**config.mk**
```make
export PLATFORM = sky130hd
export DESIGN_NAME = vmask_reduce_seq
export DESIGN_NICKNAME = d
export VERILOG_FILES = /design/src/rtl/vmask_pkg.sv /design/src/rtl/vmask_popcnt_pipe.sv /design/src/rtl/vmask_reduce_seq.sv
export SDC_FILE = /design/constraint.sdc
export NUM_CORES = 1
export LEC_CHECK = 0
export BUFFER_PORTS_ARGS = -buffer_cell sky130_fd_sc_hd__buf_2
export CAP_MARGIN = 25
export CORE_UTILIZATION = 60
export CTS_CLUSTER_DIAMETER = 30
export DETAILED_ROUTE_END_ITERATION = 10
export PLACE_DENSITY = 0.81
export SYNTH_ARGS = -nofsm -noshare
export SYNTH_HDL_FRONTEND = slang
export SYNTH_SLANG_ARGS = --single-unit
```
**constraint.sdc**
```tcl
create_clock -name clk -period 6 [get_ports clk]
set_input_delay 0.3 -clock clk [delete_from_list [all_inputs] [get_ports clk]]
set_output_delay 0.3 -clock clk [all_outputs]
set_load 0.02 [all_outputs]
```
**src/rtl/vmask_pkg.sv**
```systemverilog
// Shared encodings, FSM state type and constants for the vector mask
// reduction sequencer (vcpop.m / vfirst.m).
package vmask_pkg;

  localparam logic VMASK_CPOP  = 1'b0;
  localparam logic VMASK_FIRST = 1'b1;

  localparam int POPCNT_LAT = 3;

  // Wide enough for any DATA_WIDTH; users slice the low bits.
  localparam int                      NONE_FOUND_W = 1024;
  localparam logic [NONE_FOUND_W-1:0] NONE_FOUND   = {NONE_FOUND_W{1'b1}};

  typedef enum logic [1:0] {
    ST_IDLE  = 2'd0,
    ST_ISSUE = 2'd1,
    ST_DRAIN = 2'd2,
    ST_RESP  = 2'd3
  } vmask_state_t;

endpackage

```
**src/rtl/vmask_popcnt_pipe.sv**
```systemverilog
// Three-stage registered popcount of one mask beat: quarter counts,
// half sums, then the full beat count.
module vmask_popcnt_pipe #(
  parameter int DATA_WIDTH = 64
) (
  input  logic                        clk,
  input  logic                        rst,
  input  logic                        in_valid,
  input  logic [DATA_WIDTH-1:0]       in_beat,
  output logic                        out_valid,
  output logic [$clog2(DATA_WIDTH):0] out_count
);
  localparam int QW  = DATA_WIDTH / 4;
  localparam int QCW = $clog2(QW) + 1;
  localparam int HCW = QCW + 1;

  function automatic logic [QCW-1:0] pop_quarter(input logic [QW-1:0] v);
    logic [QCW-1:0] c;
    c = {QCW{1'b0}};
    for (int i = 0; i < QW; i++) begin
      c = c + {{(QCW-1){1'b0}}, v[i]};
    end
    return c;
  endfunction

  logic [3:0][QCW-1:0] q_r;
  logic [1:0][HCW-1:0] h_r;
  logic                v1_r;
  logic                v2_r;

  // Adder-tree stages with a valid bit travelling alongside.
  always_ff @(posedge clk or negedge rst) begin
    if (!rst) begin
      q_r       <= '0;
      h_r       <= '0;
      v1_r      <= 1'b0;
      v2_r      <= 1'b0;
      out_valid <= 1'b0;
      out_count <= '0;
    end else begin
      v1_r      <= in_valid;
      for (int k = 0; k < 4; k++) begin
        q_r[k] <= pop_quarter(in_beat[k*QW +: QW]);
      end
      v2_r      <= v1_r;
      h_r[0]    <= {1'b0, q_r[0]} + {1'b0, q_r[1]};
      h_r[1]    <= {1'b0, q_r[2]} + {1'b0, q_r[3]};
      out_valid <= v2_r;
      out_count <= {1'b0, h_r[0]} + {1'b0, h_r[1]};
    end
  end

endmodule

```
**src/rtl/vmask_reduce_seq.sv**
```systemverilog
// Mask reduction sequencer: streams mask beats from the VRF, counts set bits
// or locates the first one, and hands a scalar result to writeback.
module vmask_reduce_seq
  import vmask_pkg::*;
#(
  parameter int DATA_WIDTH = 64,
  parameter int VL_WIDTH   = 11,
  parameter int BEAT_IDX_W = VL_WIDTH - $clog2(DATA_WIDTH) + 1
) (
  input  logic                  clk,
  input  logic                  rst,
  input  logic                  req_valid,
  output logic                  req_ready,
  input  logic                  req_op,
  input  logic [VL_WIDTH-1:0]   req_vl,
  output logic                  rd_en,
  output logic [BEAT_IDX_W-1:0] rd_addr,
  input  logic [DATA_WIDTH-1:0] rd_data,
  output logic                  resp_valid,
  input  logic                  resp_ready,
  output logic [DATA_WIDTH-1:0] resp_data
);
  localparam int LOG_DW = $clog2(DATA_WIDTH);
  localparam int POS_W  = BEAT_IDX_W + LOG_DW;
  localparam logic [DATA_WIDTH-1:0] RESULT_NONE = NONE_FOUND[DATA_WIDTH-1:0];
  localparam logic [DATA_WIDTH-1:0] RESULT_ZERO = {DATA_WIDTH{1'b0}};

  vmask_state_t              state_r, state_nxt_s;
  logic                      op_r;
  logic [LOG_DW-1:0]         rem_r;
  logic [BEAT_IDX_W-1:0]     last_idx_r;
  logic                      req_ready_r, rd_en_r, resp_valid_r;
  logic [BEAT_IDX_W-1:0]     rd_addr_r, rd_addr_nxt_s;
  logic [DATA_WIDTH-1:0]     resp_data_r, resp_data_nxt_s, result_s;
  logic                      accept_s;
  logic [LOG_DW-1:0]         req_rem_s;
  logic [BEAT_IDX_W-1:0]     req_nbeats_s;
  logic                      pend_r, pend_last_r;
  logic [BEAT_IDX_W-1:0]     pend_idx_r;
  logic [DATA_WIDTH-1:0]     tail_mask_s, beat_s;
  logic                      enc_found_s;
  logic [LOG_DW-1:0]         enc_bit_s;
  logic [POPCNT_LAT-1:0]     dl_found_r, dl_last_r;
  logic [POPCNT_LAT-1:0][POS_W-1:0] dl_pos_r;
  logic                      pc_valid_s;
  logic [LOG_DW:0]           pc_count_s;
  logic [DATA_WIDTH-1:0]     acc_r, acc_sum_s;
  logic                      first_found_r, first_found_s, last_done_s;
  logic [POS_W-1:0]          first_pos_r, first_pos_s;

  assign req_ready  = req_ready_r;
  assign rd_en      = rd_en_r;
  assign rd_addr    = rd_addr_r;
  assign resp_valid = resp_valid_r;
  assign resp_data  = resp_data_r;

  assign accept_s     = req_valid & req_ready_r;
  assign req_rem_s    = req_vl[LOG_DW-1:0];
  assign req_nbeats_s = {1'b0, req_vl[VL_WIDTH-1:LOG_DW]}
                      + {{(BEAT_IDX_W-1){1'b0}}, (req_rem_s != {LOG_DW{1'b0}})};

  // Latch the operation and tail geometry when a request is accepted.
  always_ff @(posedge clk or negedge rst) begin
    if (!rst) begin
      op_r       <= VMASK_CPOP;
      rem_r      <= {LOG_DW{1'b0}};
      last_idx_r <= {BEAT_IDX_W{1'b0}};
    end else if (accept_s) begin
      op_r       <= req_op;
      rem_r      <= req_rem_s;
      last_idx_r <= req_nbeats_s - BEAT_IDX_W'(1);
    end
  end

  // Tag each returned beat with the read issued one cycle earlier; data
  // without a matching read stays invalid.
  always_ff @(posedge clk or negedge rst) begin
    if (!rst) begin
      pend_r      <= 1'b0;
      pend_idx_r  <= {BEAT_IDX_W{1'b0}};
      pend_last_r <= 1'b0;
    end else begin
      pend_r      <= rd_en_r;
      pend_idx_r  <= rd_addr_r;
      pend_last_r <= rd_en_r & (rd_addr_r == last_idx_r);
    end
  end

  // Tail masking of the final beat, then a lowest-bit-wins priority encoder.
  always_comb begin
    tail_mask_s = {DATA_WIDTH{1'b1}};
    if (pend_last_r && (rem_r != {LOG_DW{1'b0}})) begin
      tail_mask_s = ~({DATA_WIDTH{1'b1}} << rem_r);
    end else begin
      tail_mask_s = {DATA_WIDTH{1'b1}};
    end
    beat_s    = pend_r ? (rd_data & tail_mask_s) : {DATA_WIDTH{1'b0}};
    enc_bit_s = {LOG_DW{1'b0}};
    for (int i = DATA_WIDTH - 1; i >= 0; i--) begin
      enc_bit_s = beat_s[i] ? LOG_DW'(i) : enc_bit_s;
    end
    enc_found_s = |beat_s;
  end

  // Encoder results ride a delay line matching the popcount latency.
  always_ff @(posedge clk or negedge rst) begin
    if (!rst) begin
      dl_found_r <= '0;
      dl_last_r  <= '0;
      dl_pos_r   <= '0;
    end else begin
      dl_found_r <= {dl_found_r[POPCNT_LAT-2:0], enc_found_s};
      dl_last_r  <= {dl_last_r[POPCNT_LAT-2:0], pend_last_r};
      dl_pos_r   <= {dl_pos_r[POPCNT_LAT-2:0], {pend_idx_r, enc_bit_s}};
    end
  end

  vmask_popcnt_pipe #(.DATA_WIDTH(DATA_WIDTH)) u_popcnt (
    .clk       (clk),
    .rst       (rst),
    .in_valid  (pend_r),
    .in_beat   (beat_s),
    .out_valid (pc_valid_s),
    .out_count (pc_count_s)
  );

  assign acc_sum_s     = acc_r + DATA_WIDTH'(pc_count_s);
  assign first_found_s = first_found_r | dl_found_r[POPCNT_LAT-1];
  assign first_pos_s   = first_found_r ? first_pos_r : dl_pos_r[POPCNT_LAT-1];
  assign last_done_s   = pc_valid_s & dl_last_r[POPCNT_LAT-1];
  assign result_s      = (op_r == VMASK_FIRST)
                       ? (first_found_s ? DATA_WIDTH'(first_pos_s) : RESULT_NONE)
                       : acc_sum_s;

  // Count and first-index accumulators, cleared on each new request.
  always_ff @(posedge clk or negedge rst) begin
    if (!rst) begin
      acc_r         <= {DATA_WIDTH{1'b0}};
      first_found_r <= 1'b0;
      first_pos_r   <= {POS_W{1'b0}};
    end else if (accept_s) begin
      acc_r         <= {DATA_WIDTH{1'b0}};
      first_found_r <= 1'b0;
      first_pos_r   <= {POS_W{1'b0}};
    end else if (pc_valid_s) begin
      acc_r         <= acc_sum_s;
      first_found_r <= first_found_s;
      first_pos_r   <= first_pos_s;
    end
  end

  // Next-state, read address and result selection.
  always_comb begin
    state_nxt_s     = state_r;
    rd_addr_nxt_s   = {BEAT_IDX_W{1'b0}};
    resp_data_nxt_s = resp_data_r;
    case (state_r)
      ST_IDLE: begin
        if (accept_s && (req_vl == {VL_WIDTH{1'b0}})) begin
          state_nxt_s     = ST_RESP;
          resp_data_nxt_s = (req_op == VMASK_FIRST) ? RESULT_NONE : RESULT_ZERO;
        end else if (accept_s) begin
          state_nxt_s = ST_ISSUE;
        end else begin
          state_nxt_s = ST_IDLE;
        end
      end
      ST_ISSUE: begin
        if (rd_addr_r == last_idx_r) begin
          state_nxt_s = ST_DRAIN;
        end else begin
          state_nxt_s   = ST_ISSUE;
          rd_addr_nxt_s = rd_addr_r + BEAT_IDX_W'(1);
        end
      end
      ST_DRAIN: begin
        if (last_done_s) begin
          state_nxt_s     = ST_RESP;
          resp_data_nxt_s = result_s;
        end else begin
          state_nxt_s = ST_DRAIN;
        end
      end
      ST_RESP: begin
        if (resp_ready) begin
          state_nxt_s     = ST_IDLE;
          resp_data_nxt_s = RESULT_ZERO;
        end else begin
          state_nxt_s = ST_RESP;
        end
      end
      default: begin
        state_nxt_s     = ST_IDLE;
        resp_data_nxt_s = RESULT_ZERO;
      end
    endcase
  end

  // State register and registered handshake/read outputs.
  always_ff @(posedge clk or negedge rst) begin
    if (!rst) begin
      state_r      <= ST_IDLE;
      req_ready_r  <= 1'b1;
      rd_en_r      <= 1'b0;
      rd_addr_r    <= {BEAT_IDX_W{1'b0}};
      resp_valid_r <= 1'b0;
      resp_data_r  <= RESULT_ZERO;
    end else begin
      state_r      <= state_nxt_s;
      req_ready_r  <= (state_nxt_s == ST_IDLE);
      rd_en_r      <= (state_nxt_s == ST_ISSUE);
      rd_addr_r    <= rd_addr_nxt_s;
      resp_valid_r <= (state_nxt_s == ST_RESP);
      resp_data_r  <= resp_data_nxt_s;
    end
  end

endmodule

```
Yosys cells after proc, flatten, opt, wreduce, memory -nomap -nowiden
Cells that the tools add are included.
{"block": "totals", "register_bits": 257, "inputBits": 80, "output_inout_bits": 73, "wordCells": 212}
{"block": "classes", "n_addsub": 67, "n_eq_ne": 9, "shift": 1, "n_mux": 88, "n_bitwise": 6, "reduce_logical": 11}
{"cell": "$mux W64", "count": 10}
{"cell": "$mux W6", "count": 66}
{"cell": "$add A5 B1 Y5", "count": 56}
{"cell": "$pmux W64 S3", "count": 1}
{"cell": "$add A64 B7 Y64", "count": 1}
{"cell": "$and A64 B64 Y64", "count": 1}
{"cell": "$not A64 Y64", "count": 1}
{"cell": "$reduce_or A64 Y1", "count": 1}
{"cell": "$shl A64 B6 Y64 const A", "count": 1}
{"cell": "$mux W12", "count": 3}
{"cell": "$add A5 B5 Y6", "count": 2}
{"cell": "$reduce_bool A6 Y1", "count": 2}
{"cell": "$logic_not A11 Y1", "count": 1}
{"cell": "$add A1 B1 Y2", "count": 4}
{"cell": "$pmux W2 S4", "count": 1}
{"cell": "$add A6 B6 Y7", "count": 1}
{"cell": "$add A5 B1 Y6", "count": 1}
{"cell": "$add A6 B1 Y6 const B", "count": 1}
{"cell": "$eq A2 B2 Y1 const B", "count": 3}
{"cell": "$eq A6 B6 Y1", "count": 1}
{"cell": "$mux W2", "count": 3}
{"cell": "$ne A2 B2 Y1 const B", "count": 3}
{"cell": "$sub A6 B1 Y6 const B", "count": 1}
{"cell": "$eq A2 B1 Y1 const B", "count": 2}
{"cell": "8 further kinds", "count": 15}

Longest topological paths before layout
{"block": "logic_depth", "ltp_word": 69, "mapped_depth": 20, "depth_no_buf": 17}

By module
A second synthesis with hierarchy kept.
{"block": "unflattened", "hier_cells": 1758, "area_unflattened_um2": 15927.8}
{"mod": "vmask_reduce_seq", "n_inst": 1, "cells_each": 1461, "area_each_um2": 12693.4, "seq_area_each_um2": 5381.4}
{"mod": "vmask_popcnt_pipe", "n_inst": 1, "cells_each": 297, "area_each_um2": 3234.4, "seq_area_each_um2": 1051.0}

Least setup slack after synthesis
No wires, ideal clock.
{"block": "synth_timing", "kind": "register -> register", "from": "register rem_r[0]", "to": "register u_popcnt.q_r[14] (netlist bit)", "setup_ns": 0.119, "arrival_ns": 5.306, "required_time_ns": 5.881, "path_slack_ns": 0.575, "stages_incl_launch_ff": 20, "path_buffers": 2, "synth_period_minus_slack_ns": 5.425, "cell_sequence": "dfrtp_1 -> or4_1 -> clkbuf_1 -> o21ai_1 -> and2_1 -> clkbuf_1 -> o211a_1 -> ha_1 -> inv_1 -> fa_1 -> inv_1 -> fa_1 -> fa_1 -> inv_1 -> fa_1 -> inv_1 -> fa_1 -> fa_1 -> a21oi_1 -> nor2b_1"}
{"block": "synth_between", "elab_chain_cells": 20, "elab_cells_between_ends": 22, "classes_between": "15 x add/sub; 1 x shift; 2 x mux; 2 x bitwise; 2 x reduce/logical"}
{"element": "start: declaration", "line_no": "vmask_reduce_seq.sv:30", "text": "logic [LOG_DW-1:0] rem_r;"}
{"element": "start signal: assignment", "line_no": "vmask_reduce_seq.sv:66", "text": "rem_r <= {LOG_DW{1'b0}};"}
{"element": "start signal: assignment", "line_no": "vmask_reduce_seq.sv:70", "text": "rem_r <= req_rem_s;"}
{"element": "$shl A64 B6 Y64 / $reduce_bool A6 Y1 (equally long branches)", "line_no": "vmask_reduce_seq.sv:93, vmask_reduce_seq.sv:92"}
{"element": "$not A64 Y64 / $logic_and A1 B1 Y1 (equally long branches)", "line_no": "vmask_reduce_seq.sv:93, vmask_reduce_seq.sv:92"}
{"element": "$mux W64 (*)", "line_no": "vmask_reduce_seq.sv:92", "text": "if (pend_last_r && (rem_r != {LOG_DW{1'b0}})) begin"}
{"element": "$and A64 B64 Y64 (*)", "line_no": "vmask_reduce_seq.sv:97", "text": "beat_s = pend_r ? (rd_data & tail_mask_s) : {DATA_WIDTH{1'b0}};"}
{"element": "$mux W64 (*)", "line_no": "vmask_reduce_seq.sv:97"}
{"element": "$add A1 B1 Y2", "line_no": "vmask_popcnt_pipe.sv:21", "text": "c = c + {{(QCW-1){1'b0}}, v[i]};"}
{"element": "$add A5 B1 Y5 (13 in series)", "line_no": "vmask_popcnt_pipe.sv:21"}
{"element": "$add A5 B1 Y5 (*)", "line_no": "vmask_popcnt_pipe.sv:21"}
{"element": "end signal: indexed assignment", "line_no": "vmask_popcnt_pipe.sv:43", "text": "q_r[k] <= pop_quarter(in_beat[k*QW +: QW]);"}
{"element": "end: declaration", "line_no": "vmask_popcnt_pipe.sv:26", "text": "logic [3:0][QCW-1:0] q_r;"}
Every way passes the cells marked *; elsewhere a longest branch is shown, timed or not.
A chain may end at the register's enable or synchronous reset.

Final worst setup path
Ends and elaborated chain as after synthesis.

==> summary.txt <==
GRT
  • GRT Overall Usage: 0.3521
  • Initial antenna violation count: 0
  • Vias in the first global route: 13460
  • Pin count of the biggest net entering global routing: 156
  • First-pass GRT wire length: around 72 mm
  • Total gr overflow: 0

Cells and area
  • Antenna cells: 0
  • Final Non-Filler Cells: 2150
  • Nets: 1966
  • Area growth syn-to-layout: 18.08%
  • Post-layout util: 0.7295
  • Layout cells sized above 1: 0.1566

CTS
  • CTS Buf Count: 47
  • CTS tree: yes
  • Reg clk slew, reported paths: approximately 0.05 ns
  • Count of clock tree sinks: between 200 and 300
  • Bufs on Longest Clock Path: 3
  • Root buffer cell: clkbuf_16
  • Clk Latency, worst-skew pair: about 0.55 ns
  • H-tree depth: 2

Synthesis
  • Post-synth top cells: 256 x dfrtp_1, 150 x nand2_1, 146 x nor2_1
  • Top-count cell post-synth: dfrtp_1
  • Netlist Area Pre-Place: ~0.015 mm²
  • Gate Count Post-Synth: about 1700
  • Synthesis-stage register bit count: 257
  • Yosys Warn Count: 0
  • Post-synth top area cell: dfrtp_1
  • Syn_nets: 1833
  • Ys async rst share: 1.000
  • Commonest register cell after synthesis: dfrtp_1
  • Area contributors post-synth: dfrtp_1 42%, fa_1 5.8%, xor2_1 4.7%
  • Post-synth EDFFs: 0
  • Distinct cells, synth: 73
  • Syn Area/Cell: 9.185 µm²
  • Register area share after synthesis: 0.4232
  • Area fraction of the dominant cell type after synthesis: 0.4214

Worst setup path
  • Critical path required time: approximately 6.4 ns
  • Worst reg-to-reg setup slack: 0.31 ns
  • Crit path launch type: flop
  • Launching point of the worst reg2reg path: rem_r[0]
  • Worst setup path class: reg2reg
  • Reg2reg end: u_popcnt.q_r[14]
  • Crit path max fanout: 10
  • Worst setup EP type: flop
  • Worst R2R Path Depth: 15
  • CP arrival: approximately 6 ns

STA
  • Pins Over Slew Limit: 0
  • Fmax: 0.1759 GHz
  • Period minus WS final: 5.686 ns
  • RSZ-0062 raised after global routing: false
  • Setup TNS: 0 ns
  • Hold Fails Final Rpt: 0
  • Final setup fails: 0
  • Worst slew pin tran: around 1 ns
  • Final Cycle Share: 0.9476
  • Clock skew: ~0.020 ns
  • Slew margin rel.: 0.3147

Placement
  • Dpl cells: between 2000 and 2500
  • HPWL after DPL: 31.28 mm
  • Gpl congestion: 1.011
  • IO buf count: between 150 and 200

Routing
  • Via total after detailed routing: 13290
  • DRC viols: 0
  • Pre-antenna DRT Iters: 5
  • Antenna-violating nets left: 0
  • Via/cell ratio: 6.183
  • Mean routed wirelength per cell: 20.94 µm
  • Total Wirelength: approximately 45 mm
  • Initial DRC count: approximately 1300

Power and ir drop
  • Power per cell area: 535.4 mW/mm²
  • Total power: 9.610 mW
  • P_leak: 8.485 nW
  • Peak supply drop: 394.7 µV

Floorplanning
  • Core area: 0.02460 mm²
  • Die Ht: 161.2 µm
  • Initial Utilization: 0.6178
  • IO Pins: 153
  • Die X: 161.2 µm
  • Die ar.: 0.02598 mm²
  • FP Rows: 57

Worst hold path
  • Hold_sp: req_vl[2]
  • Class of the worst hold path: in2reg
  • Hold path depth: 3
  • Hold EP: rem_r[2]

Job
  • MaxCap Viol Count: 0

Status
  • Outcome: finished, final reports clean
[placed cells by master, fill, tap and decap left out, types with 23 or more instances in the layout]
cell type / instances
dfrtp_1: 255
buf_2: 151
nand2_1: 150
nor2_1: 146
a21oi_1: 131
o21ai_0: 117
inv_1: 92
xor2_1: 81
nand3_1: 66
xnor2_1: 56
ha_1: 54
clkbuf_16: 47
fa_1: 44
nand4_1: 38
buf_4: 28
o211ai_1: 25
and2_1: 23
and3_1: 23
nor3_1: 23
[worst max path at each step]
stage | from | end | slack [ns]
CTS | pend_last_r | u_popcnt.q_r[14] | 0.31
global placement | pend_last_r | u_popcnt.q_r[14] | 0.43
finish | rem_r[0] | u_popcnt.q_r[14] | 0.31
floorplan | rem_r[0] | u_popcnt.q_r[14] | 0.57
detailed placement | pend_last_r | u_popcnt.q_r[14] | 0.33
global route | rem_r[4] | u_popcnt.q_r[14] | 0.04
[logic make-up (layout without fill, tap and decap cells)]
group           Yosys count  in the layout  share of synthesized area
simple gates            551            551                     0.1758
compound gates          416            416                     0.1686
flops                   257            257                     0.4232
buf+inv                 192            363                    0.04848
xor+xnor                137            137                    0.07894
fa+ha+maj                98             98                     0.1024
mux                       4              4                   0.002634
[routing by layer]
metal  track usage  wire [µm]  vias up
met2        0.6072      22400      622
met1        0.4462      18040     6505
met5             0          0        -
li1              -          -     6035
met4        0.1488       1874        0
met3       0.04725       2711      131
[timing repair]
action                                  4_1_cts  5_1_grt
setup buffers                                 0        0
endpoints found under the setup margin        0        1
hold endpoints to repair                    103        0
resized for setup                             0        1
hold buffers                                  2        0
[registers in the layout, summed over array words and instances, names as in the netlist, 2 cells and up]
name	cells
acc_r	64
dl_found_r	3
dl_last_r	3
dl_pos_r	36
first_pos_r	12
last_idx_r	6
pend_idx_r	6
rd_addr	6
rem_r	6
resp_data	64
state_r	2
u_popcnt.h_r	12
u_popcnt.out_count	7
u_popcnt.q_r	20
[worst max-delay path, stage by stage, from the launching register on]
cell	delay, ns
dfrtp_1	0.36
or4_1	0.64
o21ai_1	0.50
nand2_1	0.34
or2_2	0.41
fa_1	0.51
inv_1	0.05
fa_1	0.50
fa_1	0.54
inv_1	0.05
fa_1	0.53
inv_1	0.06
fa_1	0.46
fa_1	0.41
a21oi_1	0.14
nor2b_1	0.05
[power breakdown]
part           internal, mW  leakage (nW)  switching [mW]  total [mW]
registers              2.27          3.33           0.333        2.60
clock network          1.86         0.828           0.942        2.80
logic                  1.45          4.33            2.76        4.21
[cell type report]
cell class	instances	area, µm²
clock buffers	61	1319
well taps	324	405.4
repair buffers	183	1021
fillers	1739	6655
clock inverters	26	380.4
multi-input cells	1206	8041
inverters	93	349.1
flip-flops and latches	257	6434
[through the flow]
step	worst slack [ns]	hold slack, ns	cell area (µm²)
after floorplan	0.5746	0.004409	15200
after CTS	0.3117	0.04300	17950
after global routing	0.04411	0.03477	17950
after global placement	0.4309	0.3312	16230
final	0.3143	0.04488	17950
after detailed placement	0.3260	0.3347	16230
(Power assumes the default switching activity.)
